[src/rtl/bitstream_generator.sv]
// bitstream_generator
// Encodes an unsigned WIDTH-bit value as a unipolar stochastic bitstream.
// A free-running maximal-length Fibonacci LFSR is compared against the
// value latched at frame start; each frame emits exactly LENGTH stream
// bits qualified by a capture strobe, followed by a one-cycle done pulse.
// All outputs are registered from the current state, so they trail the
// state register by one cycle.
module bitstream_generator #(
    parameter int WIDTH  = 8,
    parameter int LENGTH = 255,
    parameter int SEED   = 1
) (
    input  logic             clk,
    input  logic             rst,
    input  logic [WIDTH-1:0] x,
    input  logic             start,
    output logic             y,
    output logic             capture,
    output logic             busy,
    output logic             done
);

    localparam int CW = $clog2(LENGTH + 1);

    // Feedback tap masks for maximal-length sequences, bit i set means
    // LFSR bit i participates in the feedback XOR.
    function automatic logic [15:0] tap_mask(input int w);
        logic [15:0] m;
        case (w)
            4:       m = 16'h000C;
            5:       m = 16'h0014;
            6:       m = 16'h0030;
            7:       m = 16'h0060;
            8:       m = 16'h00B8;
            9:       m = 16'h0110;
            10:      m = 16'h0240;
            11:      m = 16'h0500;
            12:      m = 16'h0829;
            13:      m = 16'h100D;
            14:      m = 16'h2015;
            15:      m = 16'h6000;
            16:      m = 16'hD008;
            default: m = 16'h00B8;
        endcase
        return m;
    endfunction

    localparam logic [15:0]      TAPS_FULL = tap_mask(WIDTH);
    localparam logic [WIDTH-1:0] TAPS      = TAPS_FULL[WIDTH-1:0];
    localparam logic [WIDTH-1:0] SEED_W    = WIDTH'(SEED);
    localparam logic [CW-1:0]    LAST      = CW'(LENGTH - 1);

    typedef enum logic [1:0] {
        S_IDLE    = 2'd0,
        S_RUNNING = 2'd1,
        S_DONE    = 2'd2
    } state_t;

    state_t           r_state;
    state_t           w_state_next;
    logic [WIDTH-1:0] r_lfsr;
    logic [WIDTH-1:0] w_lfsr_next;
    logic [WIDTH-1:0] r_value;
    logic [WIDTH-1:0] w_value_next;
    logic [CW-1:0]    r_count;
    logic [CW-1:0]    w_count_next;

    logic             r_y;
    logic             r_capture;
    logic             r_busy;
    logic             r_done;
    logic             w_y_next;
    logic             w_capture_next;
    logic             w_busy_next;
    logic             w_done_next;

    logic [WIDTH-1:0] w_tap_bits;
    logic             w_feedback;

    // Mask each LFSR bit with its tap enable; the XOR reduction of the
    // masked bits forms the Fibonacci feedback.
    generate
        for (genvar gi = 0; gi < WIDTH; gi++) begin : g_taps
            assign w_tap_bits[gi] = r_lfsr[gi] & TAPS[gi];
        end
    endgenerate

    assign w_feedback  = ^w_tap_bits;
    assign w_lfsr_next = {r_lfsr[WIDTH-2:0], w_feedback};

    // LFSR steps every cycle regardless of state, so stream phase is tied
    // to cycles since reset rather than to frame start.
    always_ff @(posedge clk) begin
        if (rst) begin
            r_lfsr <= SEED_W;
        end else begin
            r_lfsr <= w_lfsr_next;
        end
    end

    // Next-state, datapath and registered-output decode from current state.
    always_comb begin
        w_state_next   = r_state;
        w_value_next   = r_value;
        w_count_next   = r_count;
        w_y_next       = 1'b0;
        w_capture_next = 1'b0;
        w_busy_next    = 1'b0;
        w_done_next    = 1'b0;
        case (r_state)
            S_IDLE: begin
                if (start) begin
                    w_value_next = x;
                    w_count_next = '0;
                    w_state_next = S_RUNNING;
                end
            end
            S_RUNNING: begin
                w_capture_next = 1'b1;
                w_busy_next    = 1'b1;
                w_y_next       = (r_lfsr <= r_value);
                w_count_next   = r_count + 1'b1;
                if (r_count == LAST) begin
                    w_state_next = S_DONE;
                end
            end
            S_DONE: begin
                w_busy_next  = 1'b1;
                w_done_next  = 1'b1;
                w_state_next = S_IDLE;
            end
            default: begin
                w_state_next = S_IDLE;
            end
        endcase
    end

    // State and datapath registers; reset aborts any frame in progress.
    always_ff @(posedge clk) begin
        if (rst) begin
            r_state <= S_IDLE;
            r_value <= '0;
            r_count <= '0;
        end else begin
            r_state <= w_state_next;
            r_value <= w_value_next;
            r_count <= w_count_next;
        end
    end

    // Output registers, one cycle behind the state they are decoded from.
    always_ff @(posedge clk) begin
        if (rst) begin
            r_y       <= 1'b0;
            r_capture <= 1'b0;
            r_busy    <= 1'b0;
            r_done    <= 1'b0;
        end else begin
            r_y       <= w_y_next;
            r_capture <= w_capture_next;
            r_busy    <= w_busy_next;
            r_done    <= w_done_next;
        end
    end

    assign y       = r_y;
    assign capture = r_capture;
    assign busy    = r_busy;
    assign done    = r_done;

endmodule

[config.mk]
export PLATFORM = sky130hd
export DESIGN_NAME = bitstream_generator
export DESIGN_NICKNAME = d
export VERILOG_FILES = /design/src/rtl/bitstream_generator.sv
export SDC_FILE = /design/constraint.sdc
export NUM_CORES = 1
export LEC_CHECK = 0
export CORE_UTILIZATION = 54
export CTS_BUF_LIST = sky130_fd_sc_hd__clkbuf_16
export CTS_CLUSTER_SIZE = 12
export DETAILED_ROUTE_END_ITERATION = 8
export PLACE_DENSITY = 0.78
export SYNTH_ARGS = -nofsm -noshare
export SYNTH_HDL_FRONTEND = slang
export SYNTH_SLANG_ARGS = --single-unit
[constraint.sdc]
create_clock -name clk -period 2.24 [get_ports clk]
set_clock_uncertainty 0.1 [all_clocks]
set_input_delay 0.672 -clock clk [delete_from_list [all_inputs] [get_ports clk]]
set_output_delay 0.672 -clock clk [all_outputs]
set_load 0.02 [all_outputs]
==> Word level (Yosys, flattened, before mapping) <==
Cells that the tools add are included.
{ "word_totals": {"out_inout_bits": 4, "regBits": 30, "word_cells": 32, "in_bits": 11} }
{ "classes": {"n_bitwise": 1, "n_lt_le_gt_ge": 1, "n_eq_ne": 5, "addsub": 1, "mux": 8, "reduce_logical": 8} }
{ "op_table": {"columns": ["op", "n"], "rows": [
  ["case mux 8 bit (2 select lines)", 1],
  ["adder 8 x 1 -> 8 bit, second input constant", 1],
  ["== test 8 bit, second input constant", 1],
  ["<= comparator 8 bit", 1],
  ["2-to-1 mux 8 bit", 1],
  ["parity 8 bit", 1],
  ["AND reduction 2 bit", 3],
  ["2-to-1 mux 2 bit", 2],
  ["!= test 2 bit, second input constant", 2],
  ["case mux 2 bit (2 select lines)", 1],
  ["OR reduction 2 bit", 2],
  ["2-to-1 mux 1 bit", 3],
  ["== test 2 x 1 -> 1 bit, second input constant", 1],
  ["== test 2 bit, second input constant", 1],
  ["zero test 2 bit", 1],
  ["nonzero test 2 bit", 1],
  ["NOT 1 bit", 1]
]} }

==> Longest topological paths before layout <==
Gate-level depths: netlist of the first run.
{ "depth": {"ltp_word": 3, "depth_mapped": 7, "ltp_nobuf": 6} }

==> Least setup slack after synthesis of the first run <==
No wires, ideal clock.
{ "synth_timing": {"kind": "input to register", "start": "input start", "end": "register r_count[6]", "path_buffers": 1, "required_time_ns": 2.013, "setup_time_ns": 0.127, "arrival_time_ns": 1.464, "slack_ns": 0.549, "stages": 5, "path_cell_list": "buf_2 mux2i_1 nor4b_2 xnor2_1 nor2_1"} }
{ "synth_via": {"elab_chain_cells": 2} }
{ "synth_rtl": {"columns": ["element", "line_no", "rtl"], "rows": [
  ["start, declared", "16", "input logic start,"],
  ["!= test 2 bit (no source line)", null, null],
  ["AND reduction 2 bit (no source line)", null, null],
  ["end signal, assigned", "147", "r_count <= w_count_next;"],
  ["end, declared", "65", "logic [CW-1:0] r_count;"]
]} }
No other way between the ends.
A chain may end at the register's enable or synchronous reset.

==> Worst setup path after layout of the first run <==
{ "layout_timing": {"start": "register r_state[1]", "end": "register r_count[6]"} }
{ "layout_via": {"elab_chain_cells": 3, "word_cells_on_any_way": 6, "cone_classes": "eq/ne (2); mux (1); reduce/logical (3)"} }
{ "layout_rtl": {"columns": ["element", "line_no", "rtl"], "rows": [
  ["start, declared", "59", "state_t r_state;"],
  ["start signal, assigned", "145", "r_state <= w_state_next;"],
  ["== test 2 x 1 -> 1 bit or zero test 2 bit (tied branches)", "110", "case (r_state)"],
  ["nonzero test 2 bit (no source line) or != test 2 bit (tied branches)", null, null],
  ["AND reduction 2 bit (no source line)", null, null]
]} }
Several ways; a longest one is shown, not always the timed one.

==> reports/results.txt, run 1 <==
outcome = completed
share of power burned in registers = 0.432
CP Capture Type = register
Crit Path Category = register to register
maximum clock path buffer count = 2
first-pass iteration count of the detailed router = 4
clk sinks = 30
Worst VDD drop = 0.676 mV
Clk network pwr share = 0.449
Clk Latency, worst-skew pair = 0.27 ns
# DRC = 0
Final Worst Setup Slack = 0.271 ns
WP data arrival = 2.01 ns
cts bufs inserted = 5
All-Layer GR Usage = 0.223
Placed Cells = 202
Placement Setup Slack = 0.109 ns
First DRT Iteration DRCs = 20
Setup Buffers After CTS = 0
antenna violations before repair = 0
htree depth = 2
cts hold-fix bufs = 0
highest clock rate = 508 MHz
RSZ-0062 raised after global routing = no
CP Max Fanout = 15
P_sw = 301 µW
Initial Util = 0.568
most frequent cells in the layout = 30 x dfxtp_1, 22 x nand2_1, 14 x inv_1, 14 x a21oi_1, 14 x clkdlybuf4s50_1
max-cap violations = 0
number of cells produced by synthesis = 159
Boundary Pins = 15
Internal Power = 1020 µW
die height = 52.8 µm
Final Hold Viols = 0
critical path's slowest cell = ha_1
GPL Wtd Cong = 0.832
Antenna Nets Post-Route = 0
commonest non-fill, non-tap cell in the layout = dfxtp_1
Syn Std Cell Area = 0.00139 mm²
vias in the first global route = 1090
CTS tree = yes
per-cell routed wire length = 12.7 µm
die area = 0.00279 mm²
CTS Root Cell = clkbuf_16
CP bufs+invs = 1
Vias = 1124
critical path launch point type = register
delay-heaviest family, CP = adder cells
Sw Ratio = 0.227
max-slew violation count = 0
Area contributors post-synth = dfxtp_1 43%, ha_1 12%, nand2_1 5.9%
cell row count = 18
HPWL after DPL = 1950 µm
post-CTS sizing = 0
Ys Warns = 0
post-synth top area cell = dfxtp_1
Post-Layout Cell Count = 209
worst-path cell chain = inv_1 -> ha_1 -> mux2i_1 -> nor4b_2 -> xnor2_1 -> nor2_1
Routed Wire Length = 2650 µm
number of distinct library cells after synthesis = 29
syn_nets = 183
Fin Hold WS = 0.355 ns
Hold WC Path Type = register to register
Crit path largest cell delay = 0.47 ns
Slew HR = 0.660
flops & latches, synth = 30
Congestion Overflow GR = 0
Worst-path clk slew = 0.05 ns
endpoints failing setup = 0
Placeable Area = 0.00245 mm²
total power = 1330 µW
ANT cells = 0
setup_tns = 0 ns
Buffers on Ports = 14
mean post-synth cell area = 8.77 µm²
leakage = 0.000683 µW
Logic pwr share = 0.119
minimum clock period = 1.97 ns
first-pass GRT wire length = 4410 µm
Worst Path Required = 2.28 ns
share of the synthesized area in the top cell type = 0.431
largest net degree at the start of global routing = 17
layout cells sized above 1 = 0.0726
pwr dens = 774 mW/mm²
synth-to-layout area growth = 22.9%
fin crit share = 0.879
number of fill cells in the layout = 196
actual slew at the worst max-slew pin = 0.510 ns
fin nets = 203
Die X = 52.8 µm
post-synthesis sequential area ratio = 0.431
vias per cell = 5.38
## synth_stat cells (all sizes together)
cell,number
o31ai,1
ha,13
xor2,3
nand2b,2
inv,12
nand2,22
o211ai,2
a211oi,2
nor3b,1
or4b,1
o21ai,4
xnor2,5
or3,1
a21oi,14
nor2b,12
nand3,3
mux2i,1
nor2,11
nor4b,1
o221a,1
mux2,1
a311oi,1
o21bai,2
nand4,3
buf,2
dfxtp,30
and2,1
nor3,4
clkbuf,3
## layout make-up
| cell class | instances | area (µm²) | area share |
|---|---|---|---|
| Tap cell | 30 | 37.5 | 0.0219 |
| Multi-Input combinational cell | 112 | 727 | 0.424 |
| Clock buffer | 5 | 125 | 0.0730 |
| Sequential cell | 30 | 601 | 0.351 |
| Clock inverter | 2 | 7.51 | 0.00438 |
| Timing Repair Buffer | 18 | 170 | 0.0993 |
| Inverter | 12 | 45.0 | 0.0263 |
## layer usage
| layer | track usage | wire length (µm) | vias up |
|---|---|---|---|
| met4 | 0.114 | 35 | 0 |
| met2 | 0.378 | 1370 | 22 |
| met3 | 0.0841 | 111 | 4 |
| met5 | 0 | 0 | - |
| li1 | - | - | 571 |
| met1 | 0.237 | 1140 | 527 |
## registers in the layout (all words and copies together), names as in the netlist
name / cells
r_lfsr: 8
done: 1
r_count: 8
r_state: 2
r_value: 8
capture: 1
busy: 1
y: 1
## cells by family after synthesis
kind of cell / after synthesis / synth area share
and+or+nand+nor: 62 / 0.223
xor gates and xnor gates: 8 / 0.0503
DFF: 30 / 0.431
buffers and inverters: 17 / 0.0476
muxes: 2 / 0.0153
adders and majority gates: 13 / 0.117
AOI/OAI and AO/OA: 27 / 0.117
## tightest hold or removal path, cell delays in order, from the launching register on
cell     delay [ns]
dfxtp_1        0.30
inv_1          0.07
nor2_1         0.04
## per-stage QoR
step                instance area [µm²]  utilization
global placement                   1580        0.644
floorplan                          1390            -
global route                       1710        0.698
CTS                                1710        0.698
detailed placement                 1580        0.644
finish                             1710        0.698
## path summary, 6_finish.rpt
| kind | from | to | slack, ns | depth (start not counted) |
|---|---|---|---|---|
| setup reg to reg | r_state[1] | r_count[6] | 0.27 | 6 |
| hold / removal | r_lfsr[0] | r_lfsr[1] | 0.35 | 2 |
| hold reg to reg | r_lfsr[0] | r_lfsr[1] | 0.35 | 2 |
| setup / recovery | r_state[1] | r_count[6] | 0.27 | 6 |
## power by group through the flow
stage	Combinational (µW)	Sequential [µW]	Clock, µW
after floorplan	97.6	584	0
after global placement	150	581	0
after detailed placement	157	582	0
after CTS	160	573	605
after global routing	178	574	632
final	158	572	596
Note: power is estimated with default switching activity, not from simulation.
==> inputs of run 2 (changes only) <==
- CORE_UTILIZATION: 54 -> 39
- PLACE_DENSITY: 0.78 -> 0.6
==> reports/results.txt, run 2 (synthesized netlist as in run 1, its figures left out) <==
cell row count = 21 (was 18)
vias per cell = 4.82 (was 5.38)
pwr dens = 773 mW/mm² (was 774 mW/mm²)
met1 wire length = 1290 µm (was 1140 µm)
All-Layer GR Usage = 0.167 (was 0.223)
CP bufs+invs = 1 (unchanged)
post-CTS sizing = 0 (unchanged)
clk sinks = 30 (unchanged)
Buffers on Ports = 14 (unchanged)
cts hold-fix bufs = 0 (unchanged)
max-cap violations = 0 (unchanged)
Hold WC Path Type = register to register (unchanged)
die height = 61.8 µm (was 52.8 µm)
leakage = 0.000678 µW (was 0.000683 µW)
per-cell routed wire length = 11.7 µm (was 12.7 µm)
WP data arrival = 1.18 ns (was 2.01 ns)
most frequent cells in the layout = 30 x dfxtp_1, 22 x nand2_1, 14 x a21oi_1, 14 x clkdlybuf4s50_1 (was 30 x dfxtp_1, 22 x nand2_1, 14 x inv_1, 14 x a21oi_1, 14 x clkdlybuf4s50_1)
setup_tns = 0 ns (unchanged)
ANT cells = 0 (unchanged)
outcome = completed (unchanged)
cts bufs inserted = 5 (unchanged)
Vias = 1084 (was 1124)
first-pass GRT wire length = 4480 µm (was 4410 µm)
Routed Wire Length = 2640 µm (was 2650 µm)
Clk Latency, worst-skew pair = 0.27 ns (about the same)
Crit Path Category = register to output pin (was register to register)
Antenna Nets Post-Route = 0 (unchanged)
# DRC = 0 (unchanged)
endpoints failing setup = 0 (unchanged)
Placeable Area = 0.00339 mm² (was 0.00245 mm²)
register area = 601 µm² (unchanged)
largest net degree at the start of global routing = 26 (was 17)
fin crit share = 0.873 (was 0.879)
first-pass iteration count of the detailed router = 4 (unchanged)
maximum clock path buffer count = 2 (unchanged)
fin nets = 202 (was 203)
Regs by FF count = r_count: 8 flops, r_lfsr: 8 flops, r_value: 8 flops (unchanged)
CTS Root Cell = clkbuf_16 (unchanged)
htree depth = 2 (unchanged)
Worst Path Required = 1.47 ns (was 2.28 ns)
layout cells sized above 1 = 0.0726 (unchanged)
reg2reg setup slack = 0.30 ns (was 0.27 ns)
HPWL after DPL = 1940 µm (was 1950 µm)
CP Max Fanout = 1 (was 15)
GPL Wtd Cong = 0.805 (was 0.832)
Initial Util = 0.411 (was 0.568)
Setup Buffers After CTS = 0 (unchanged)
CTS tree = yes (unchanged)
total power = 1340 µW (was 1330 µW)
Congestion Overflow GR = 0 (unchanged)
Placed Cells = 217 (was 202)
Final Worst Setup Slack = 0.285 ns (was 0.271 ns)
number of fill cells in the layout = 328 (was 196)
Post-Layout Cell Count = 225 (was 209)
Die X = 61.8 µm (was 52.8 µm)
die area = 0.00382 mm² (was 0.00279 mm²)
Worst VDD drop = 0.502 mV (was 0.676 mV)
Top Layer Used = met4 (unchanged)
critical path's slowest cell = clkdlybuf4s50_1 (was ha_1)
Worst-path clk slew = 0.05 ns (about the same)
antenna violations before repair = 0 (unchanged)
highest clock rate = 511 MHz (was 508 MHz)
DR WL met2 = 1230 µm (was 1370 µm)
minimum clock period = 1.96 ns (was 1.97 ns)
commonest non-fill, non-tap cell in the layout = dfxtp_1 (unchanged)
First DRT Iteration DRCs = 30 (was 20)
delay-heaviest family, CP = buffers and inverters (was adder cells)
Crit path largest cell delay = 0.59 ns (was 0.47 ns)
Boundary Pins = 15 (unchanged)
WL met3 = 74 µm (was 111 µm)
critical path launch point type = register (unchanged)
Placement Setup Slack = 0.105 ns (was 0.109 ns)
Multi-input gate area = 727 µm² (unchanged)
CP Capture Type = output pin (was register)
worst-path cell chain = clkdlybuf4s50_1 (was inv_1 -> ha_1 -> mux2i_1 -> nor4b_2 -> xnor2_1 -> nor2_1)
actual slew at the worst max-slew pin = 0.449 ns (was 0.510 ns)
vias in the first global route = 1008 (was 1090)
Final Hold Viols = 0 (unchanged)
Slew HR = 0.692 (was 0.660)
synth-to-layout area growth = 24.1% (was 22.9%)
RSZ-0062 raised after global routing = no (unchanged)
max-slew violation count = 0 (unchanged)
==> run 2: report_power, final <==
group | switching, µW | internal [µW]
clock | 211 | 399
sequential | 13.9 | 558
combinational | 84.8 | 71.0
total | 310 | 1030
==> run 2: worst reg2reg max path, delay by kind of cell (launching register included) <==
kind / cells / cell delay, ns
DFF: 1 / 0.33
muxes: 1 / 0.28
xor gates and xnor gates: 1 / 0.16
buffers and inverters: 1 / 0.08
and+or+nand+nor: 2 / 0.42
adders and majority gates: 1 / 0.45
==> run 2: per-layer routing <==
metal / vias up / GRT usage
met4: 0 / 0.0667
met2: 15 / 0.276
met1: 493 / 0.205
li1: 569 / -
met5: - / 0
met3: 7 / 0.0497
==> run 2: final cells by class <==
class / instances / area share
Clock buffer: 5 / 0.0723
Clock inverter: 3 / 0.00723
Inverter: 12 / 0.0260
Multi-Input combinational cell: 112 / 0.420
Sequential cell: 30 / 0.347
Tap cell: 46 / 0.0333
Timing Repair Buffer: 17 / 0.0940
==> run 2: path summary, 6_finish.rpt <==
kind                    from  cells past startpoint          to
setup / recovery           y                      1           y
hold / removal     r_lfsr[0]                      2   r_lfsr[1]
setup reg to reg  r_state[1]                      6  r_count[6]
hold reg to reg    r_lfsr[0]                      2   r_lfsr[1]
==> run 2: stage by stage <==
step	hold slack [ns]	area, µm²	utilization
floorplan	0.316	1390	-
CTS	0.351	1730	0.511
global placement	0.331	1590	0.470
global route	0.377	1730	0.511
detailed placement	0.344	1590	0.470
finish	0.347	1730	0.511
==> inputs of run 3 (changes only) <==
- CAP_MARGIN: default -> 20
- CORE_UTILIZATION: 39 -> 54
- GPL_ROUTABILITY_DRIVEN: default -> 0
- PLACE_DENSITY: 0.6 -> 0.78
==> results of run 3 <==
No change in the layout: final DEF, timing and power equal those of run 1.
